## config.mk

```make
export PLATFORM = sky130hd
export DESIGN_NAME = uart_tx_flat
export DESIGN_NICKNAME = d
export VERILOG_FILES = /design/src/rtl/uart_tx_if.sv /design/src/rtl/uart_tx.sv /design/src/flat_wrapper.sv
export SDC_FILE = /design/constraint.sdc
export NUM_CORES = 1
export LEC_CHECK = 0
export ABC_CLOCK_PERIOD_IN_PS = 1700
export CAP_MARGIN = 20
export CELL_PAD_IN_SITES_DETAIL_PLACEMENT = 0
export CELL_PAD_IN_SITES_GLOBAL_PLACEMENT = 1
export CORE_UTILIZATION = 34
export CTS_CLUSTER_SIZE = 12
export DETAILED_ROUTE_END_ITERATION = 6
export GPL_TIMING_DRIVEN = 0
export HOLD_SLACK_MARGIN = 0.06
export PLACE_DENSITY_LB_ADDON = 0.1
export SYNTH_ARGS = -nofsm -noshare
export SYNTH_HDL_FRONTEND = slang
export SYNTH_SLANG_ARGS = --single-unit
```

## constraint.sdc

```tcl
create_clock -name clk -period 1.7 [get_ports clk]
set_clock_uncertainty 0.1 [all_clocks]
set_input_delay 0.255 -clock clk [delete_from_list [all_inputs] [get_ports clk]]
set_output_delay 0.255 -clock clk [all_outputs]
set_load 0.03 [all_outputs]
```

## src/rtl/uart_tx_if.sv

```systemverilog
// Byte-request / serial-line bundle between a UART transmit client and uart_tx.
interface uart_tx_if #(
  parameter int DATA_WIDTH = 8
);
  logic [DATA_WIDTH-1:0] p_data;
  logic                  data_valid;
  logic                  par_en;
  logic                  par_type;
  logic                  tx_out;
  logic                  busy;

  modport master (
    output p_data, data_valid, par_en, par_type,
    input  tx_out, busy
  );

  modport slave (
    input  p_data, data_valid, par_en, par_type,
    output tx_out, busy
  );
endinterface

```

## src/rtl/uart_tx.sv

```systemverilog
// UART transmitter: start, DATA_WIDTH bits LSB first, optional parity, stop; one bit per clk.
// Start bit appears the edge a request is accepted; requests while busy are dropped, not queued.
module uart_tx #(
  parameter int DATA_WIDTH = 8
) (
  input  logic     clk,
  input  logic     rst,
  uart_tx_if.slave bus
);
  localparam int CW = (DATA_WIDTH > 1) ? $clog2(DATA_WIDTH) : 1;

  localparam logic [2:0] S_IDLE   = 3'd0;
  localparam logic [2:0] S_START  = 3'd1;
  localparam logic [2:0] S_DATA   = 3'd2;
  localparam logic [2:0] S_PARITY = 3'd3;
  localparam logic [2:0] S_STOP   = 3'd4;

  logic [2:0]            r_state;
  logic [CW-1:0]         r_cnt;
  logic [DATA_WIDTH-1:0] r_shadow;
  logic                  r_par_en;
  logic                  r_par_type;
  logic                  r_tx_out;
  logic                  r_busy;

  logic [CW-1:0]         w_cnt_nxt;
  logic                  w_last;
  logic                  w_parity;

  assign w_cnt_nxt = r_cnt + CW'(1);
  assign w_last    = (r_cnt == CW'(DATA_WIDTH - 1));
  assign w_parity  = (^r_shadow) ^ r_par_type;

  assign bus.tx_out = r_tx_out;
  assign bus.busy   = r_busy;

  // tx_out is loaded with the bit for the state being entered, so the line is fully registered.
  always_ff @(posedge clk) begin
    if (rst) begin
      r_state    <= S_IDLE;
      r_cnt      <= '0;
      r_shadow   <= '0;
      r_par_en   <= 1'b0;
      r_par_type <= 1'b0;
      r_tx_out   <= 1'b1;
      r_busy     <= 1'b0;
    end else begin
      case (r_state)
        S_IDLE: begin
          r_tx_out <= 1'b1;
          r_busy   <= 1'b0;
          if (bus.data_valid) begin
            r_shadow   <= bus.p_data;
            r_par_en   <= bus.par_en;
            r_par_type <= bus.par_type;
            r_cnt      <= '0;
            r_tx_out   <= 1'b0;
            r_busy     <= 1'b1;
            r_state    <= S_START;
          end
        end
        S_START: begin
          r_tx_out <= r_shadow[0];
          r_state  <= S_DATA;
        end
        S_DATA: begin
          if (w_last) begin
            if (r_par_en) begin
              r_tx_out <= w_parity;
              r_state  <= S_PARITY;
            end else begin
              r_tx_out <= 1'b1;
              r_state  <= S_STOP;
            end
          end else begin
            r_cnt    <= w_cnt_nxt;
            r_tx_out <= r_shadow[w_cnt_nxt];
          end
        end
        S_PARITY: begin
          r_tx_out <= 1'b1;
          r_state  <= S_STOP;
        end
        S_STOP: begin
          r_tx_out <= 1'b1;
          r_busy   <= 1'b0;
          r_state  <= S_IDLE;
        end
        default: begin
          r_tx_out <= 1'b1;
          r_busy   <= 1'b0;
          r_state  <= S_IDLE;
        end
      endcase
    end
  end
endmodule

```

## src/flat_wrapper.sv

```systemverilog
// flat-port wrapper written by rule: the top's interface ports become plain ports
module uart_tx_flat 
#(
  parameter int DATA_WIDTH = 8
)
  (clk, rst, bus_p_data, bus_data_valid, bus_par_en, bus_par_type, bus_tx_out, bus_busy);
  uart_tx_if #(.DATA_WIDTH(DATA_WIDTH)) bus_i ();
  input  logic clk;
  input  logic rst;
  input wire logic [$bits(bus_i.p_data)-1:0] bus_p_data;
  input wire logic [$bits(bus_i.data_valid)-1:0] bus_data_valid;
  input wire logic [$bits(bus_i.par_en)-1:0] bus_par_en;
  input wire logic [$bits(bus_i.par_type)-1:0] bus_par_type;
  output wire logic [$bits(bus_i.tx_out)-1:0] bus_tx_out;
  output wire logic [$bits(bus_i.busy)-1:0] bus_busy;
  assign bus_i.p_data = bus_p_data;
  assign bus_i.data_valid = bus_data_valid;
  assign bus_i.par_en = bus_par_en;
  assign bus_i.par_type = bus_par_type;
  assign bus_tx_out = bus_i.tx_out;
  assign bus_busy = bus_i.busy;
  uart_tx #(.DATA_WIDTH(DATA_WIDTH)) u_core (.clk(clk), .rst(rst), .bus(bus_i));
endmodule
```

**Word level (Yosys, flattened, before mapping)**

Cells that the tools add are included.

- Register bits: 18
- Bits in latches: 0
- Memory bits (writable): 0
- ROM bits: 0
- Output and inout port bits: 2
- Word-level logic and storage cells: 39
- Memories kept: 0

- $add $sub $neg: 1
- Multipliers: 0
- Divide/modulo/power cells: 0
- $lt $le $gt $ge: 1
- Eq/ne operators: 7
- Shifts and indexed selects: 0
- Muxes and demuxes: 15
- Bitwise gates (word level): 1
- Reduce and logical (&&, ||, !) cells: 7

Operators with widths:

| cell | number |
|---|---|
| $mux 3 | 5 |
| $pmux 3 s4 | 1 |
| $reduce_xor 8->1 | 1 |
| $eq 3x2->1 const B | 2 |
| $pmux 3 s2 | 1 |
| $mux 1 | 5 |
| $lt 3x4->1 const B | 1 |
| $ne 2x2->1 const B | 2 |
| $reduce_and 2->1 | 2 |
| $add 3x1->3 const B | 1 |
| $bmux 1 s3 | 1 |
| $eq 3x1->1 const B | 1 |
| $eq 3x3->1 const B | 1 |
| $logic_not 3->1 | 1 |
| $pmux 1 s3 | 1 |
| $reduce_and 3->1 | 1 |
| $reduce_or 3->1 | 1 |
| $ne 2x1->1 const B | 1 |
| $pmux 1 s2 | 1 |
| $reduce_bool 2->1 | 1 |
| $xor 1x1->1 | 1 |

**Logic depth before layout (Yosys ltp)**

- Word-level depth: 5
- Gate-level depth with buffers: 6
- Mapped depth without buffers: 6

**Worst setup path before layout**

No wires, ideal clock.

- Path kind: reg-to-reg
- Start point: register u_core.r_cnt[0]
- End point: register u_core.r_tx_out (netlist: u_core.bus.tx_out)
- Library setup time: 0.058 ns
- Arrival time: 1.577 ns
- Data required time: 1.542 ns
- Slack: -0.035 ns
- Cell stages (with the launch flop): 7
- Buffers on the path: 1
- Period minus slack after synthesis: 1.735 ns
- Cell sequence: dfxtp_1 > ha_1 > buf_6 > mux2i_1 > mux4_2 > a21oi_2 > o22a_1

- Cells in the longest elaborated chain, start to end: 5
- Elaborated cells between the ends (all ways): 6
- Those cells by class: 1 x add/sub; 1 x eq/ne; 4 x mux

Ends and longest elaborated chain:

| what | line | text |
|---|---|---|
| start, declared | uart_tx.sv:19 | `logic [CW-1:0] r_cnt;` |
| start signal, assigned | uart_tx.sv:76 | `r_cnt <= w_cnt_nxt;` |
| $add 3x1->3 | uart_tx.sv:30 | `assign w_cnt_nxt = r_cnt + CW'(1);` |
| $bmux 1 s3 | uart_tx.sv:77 | `r_tx_out <= r_shadow[w_cnt_nxt];` |
| $mux 1 (implied by the code) | uart_tx.sv:77 |  |
| $mux 1 (*) | uart_tx.sv:67 | `if (w_last) begin` |
| $pmux 1 s3 (*) | uart_tx.sv:48 | `case (r_state)` |
| end signal, assigned | uart_tx.sv:63 | `r_tx_out <= r_shadow[0];` |
| end signal, assigned | uart_tx.sv:69 | `r_tx_out <= w_parity;` |
| end signal, assigned | uart_tx.sv:77 |  |
| end, declared | uart_tx.sv:23 | `logic r_tx_out;` |

Every way passes the cells marked *; elsewhere a longest branch is shown, timed or not. The select of a mux whose other input is x is not followed.
A chain may end at the register's enable or synchronous reset.

**Worst setup path in the final report**

- Start point: register u_core.r_busy (netlist: u_core.bus.busy)
- End point: output port bus_busy

RTL lines:

| what | line | text |
|---|---|---|
| start, declared | uart_tx.sv:24 | `logic r_busy;` |
| start signal, assigned | uart_tx.sv:46 | `r_busy <= 1'b0;` |
| start signal, assigned | uart_tx.sv:51 | `r_busy <= 1'b0;` |
| start signal, assigned | uart_tx.sv:58 | `r_busy <= 1'b1;` |
| end, declared | flat_wrapper.sv:15 | `output wire logic [$bits(bus_i.busy)-1:0] bus_busy;` |

No word-level cell between the ends.

==> results.yml <==
critical_path:
  worstPathCellList: "clkdlybuf4s50_1"
  cp.required_ps: 1340
  critPathTopFamily: "buffers and inverters"
  slowest_delay_ps: 660
  critPathArrivalTime_ps: 1290
  ff2ff_path_depth: 5
  r2r-start: "u_core.r_cnt[0]"
  critical_path.startpoint_type: "register"
  reg2reg_to: "u_core.bus.tx_out"
  critPathMaxFanout: 2
  crit_slowest_cell: "clkdlybuf4s50_1"
  cp-end-kind: "primary output"
  r2r_slack_ps: 70
  path_class: "reg2out"
  crit_buf_inv: 1
sta:
  drv_slew: 0
  tightestPinTransition_ps: 583
  period_share_pct: 96.9
  maxSlewHeadroom_pct: 61.0
  finalSetupViolCount: 0
  finalHoldViolCount: 0
  rsz0062_at_grt: "false"
  fin_ws_ps: 52.0
  period_needed_ps: 1650
  fmax_ghz: 0.607
power_and_ir_drop:
  combPwrFrac_pct: 22.3
  power_mw: 0.943
  seq_power_share_pct: 49.5
  p_sw_share_pct: 26.8
  power.internal_mw: 0.690
  p_per_area_nw_per_um2: 835
  p_clk_share_pct: 28.2
  ir_drop_mv: 0.492
  switching_power_mw: 0.253
  p_leak_nw: 0.410
finish:
  nFillCells: 257
  drive_gt1_share_pct: 13.1
  area_delta_synth_final_pct: 24.4
  diodes: 0
  seqCellArea_um2: 363
  multi_input_area_um2: 520
  final_cells: 152
  final_area_um2: 1130
  nets: 138
synth:
  synth.avg_cell_area_um2: 8.65
  synth_fp_nets: 120
  ys_seq_area_share_pct: 39.7
  synth_cells: 105
  yosysWarnings: 0
  netlist_area_um2: 908
  synth_area_leader_cell: "dfxtp_1"
  ys_top_cells_by_area: "dfxtp_1 40%, nand2_1 9.9%, a21oi_1 7.7%"
  synth_cell_type_count: 26
  yosysTopAreaCellShare_pct: 39.7
  ys_seq_elements: 18
detailed_routing:
  ant_nets: 0
  drc_errors: 0
  drt-wirelength-per-cell_um: 11.9
  dr.first_iter.drc_count: 5
  wirelength_um: 1810
  firstDrtPassIters: 3
  route.vias.total: 739
  avgViaCountPerCell: 4.86
floorplan:
  die_x_um: 53.7
  ios: 15
  die_h_um: 53.7
  core_area_um2: 2500
  rows: 18
  start_util_pct: 36.3
  die_area_um2: 2880
min_path:
  min-delay-start: "rst"
  hold_end: "u_core.r_shadow[3]"
  min_path_cells: 2
  hold_path.class: "in2reg"
global_routing:
  antenna_found_initial: 0
  grt_pass1_vias: 671
  grt_remaining_overflow: 0
  grt_pass1_wl_um: 3060
  track_usage_pct: 15.1
  grt_start_max_net_pins: 11
run_status:
  outcome: "complete, no violations"
placement:
  hpwl_um: 1340
  dp_slack_ps: -150
  place_inst: 148
  dpl-instance-area_um2: 1080
  gp_congestion: 0.774
  numPortBuffers: 13
clocking:
  cts-root-buf: "clkbuf_4"
  clock-sinks: 18
  clockBufferDepth: 2
  numCtsBuffers: 3
  clk_pin_slew_ps: 100
  cts_tree: "done"
  insertion_delay_ps: 290
  holdBufCountCts: 0
  htreeDepth: 1
run:
  max_cap_viol_count: 0
## power groups by stage
stage               Clock (mW)  Combinational (mW)  Sequential (mW)
global route             0.291               0.233            0.471
global placement             0               0.206            0.476
detailed placement           0               0.210            0.477
floorplan                    0               0.141            0.481
CTS                      0.274               0.214            0.467
finish                   0.266               0.210            0.467
## registers in the layout (all words and copies together), names as in the netlist
name and flops:
u_core.r_par_type 1, u_core.r_cnt 3, u_core.bus.tx_out 1, u_core.bus.busy 1, u_core.r_state 3, u_core.r_par_en 1
u_core.r_shadow 8
## worst max-delay path by stage
| stage | end | start | cells after the start | slack (ps) |
|---|---|---|---|---|
| 6_report | bus_busy | u_core.bus.busy | 1 | 50 |
| 5_1_grt | bus_busy | u_core.bus.busy | 1 | 3 |
| 4_1_cts | bus_busy | u_core.bus.busy | 1 | 30 |
| 3_5_place_dp | u_core.r_shadow[7] | bus_data_valid | 4 | -150 |
| 3_3_place_gp | u_core.r_shadow[0] | bus_data_valid | 4 | -90 |
| 2_1_floorplan | u_core.bus.tx_out | u_core.r_cnt[0] | 6 | 10 |
## layout make-up
class | instances | share of cell area (%)
Multi-Input combinational cell | 78 | 46.1
Inverter | 2 | 0.664
Buffer | 6 | 2.44
Tap cell | 30 | 3.32
Sequential cell | 18 | 32.1
Clock buffer | 4 | 3.21
Timing Repair Buffer | 14 | 12.2
## timing repair
action,4_1_cts,5_1_grt
setup buffers,1,0
cloned,0,0
setup endpoints to repair,1,4
gates resized for setup,2,1
pin swaps,2,2
## logic make-up after synthesis
kind of cell / count (synthesis) / share of synthesized area, %
AO/OA/AOI/OAI: 18 / 11.0
XOR/XNOR: 7 / 8.26
adder cells (fa/ha/maj): 2 / 2.75
buffers and inverters: 9 / 5.10
flip-flops: 18 / 39.7
multiplexers: 8 / 10.2
AND/OR/NAND/NOR: 43 / 23.0
## cell usage after synthesis
cell,n
o21ai_0,1
xor2_1,1
dfxtp_1,18
o211ai_1,1
buf_2,4
xnor2_1,5
nor3_1,2
nor4b_4,1
nand3b_1,2
nor4b_1,1
nand2_1,24
nor3b_1,1
nor4_1,1
ha_1,2
buf_6,1
nor2_1,7
o22a_1,1
xnor3_1,1
nand2b_1,1
nand3_1,3
clkbuf_1,2
mux4_2,1
a21oi_1,14
inv_1,2
mux2i_1,7
a21oi_2,1
## worst reg2reg max path, delay by kind of cell (launching register included)
kind	cells	cell delay, ps
compound gates	2	260
flops	1	350
mux	2	600
fa+ha+maj	1	270
## per-layer routing
metal | vias to the layer above | part of all wire, % | GRT usage, %
li1 | 390 | - | -
met1 | 340 | 52 | 20.4
met2 | 7 | 45 | 22.6
met3 | 2 | 2.2 | 2.54
met4 | 0 | 0.83 | 7.89
met5 | - | 0 | 0
## cells in the final DEF (no fill, tap or decap), types with 2 or more instances in the layout
cell             count
clkbuf_1             2
inv_1                2
nand3b_1             2
clkbuf_4             3
buf_2                4
nor3_1               2
dfxtp_2              2
nor2_1               7
xnor2_1              5
clkdlybuf4s50_1     13
nand3_1              3
a21oi_1             14
mux2i_1              7
nand2_1             24
dfxtp_1             16
## through the flow
stage	hold WS [ps]	utilization [%]	TNS (ps)
floorplan	291	-	0
global placement	349	43.1	-787
detailed placement	367	43.1	-1320
CTS	235	44.9	0
global route	255	45.2	0
finish	232	45.2	0
(Power assumes the default switching activity.)
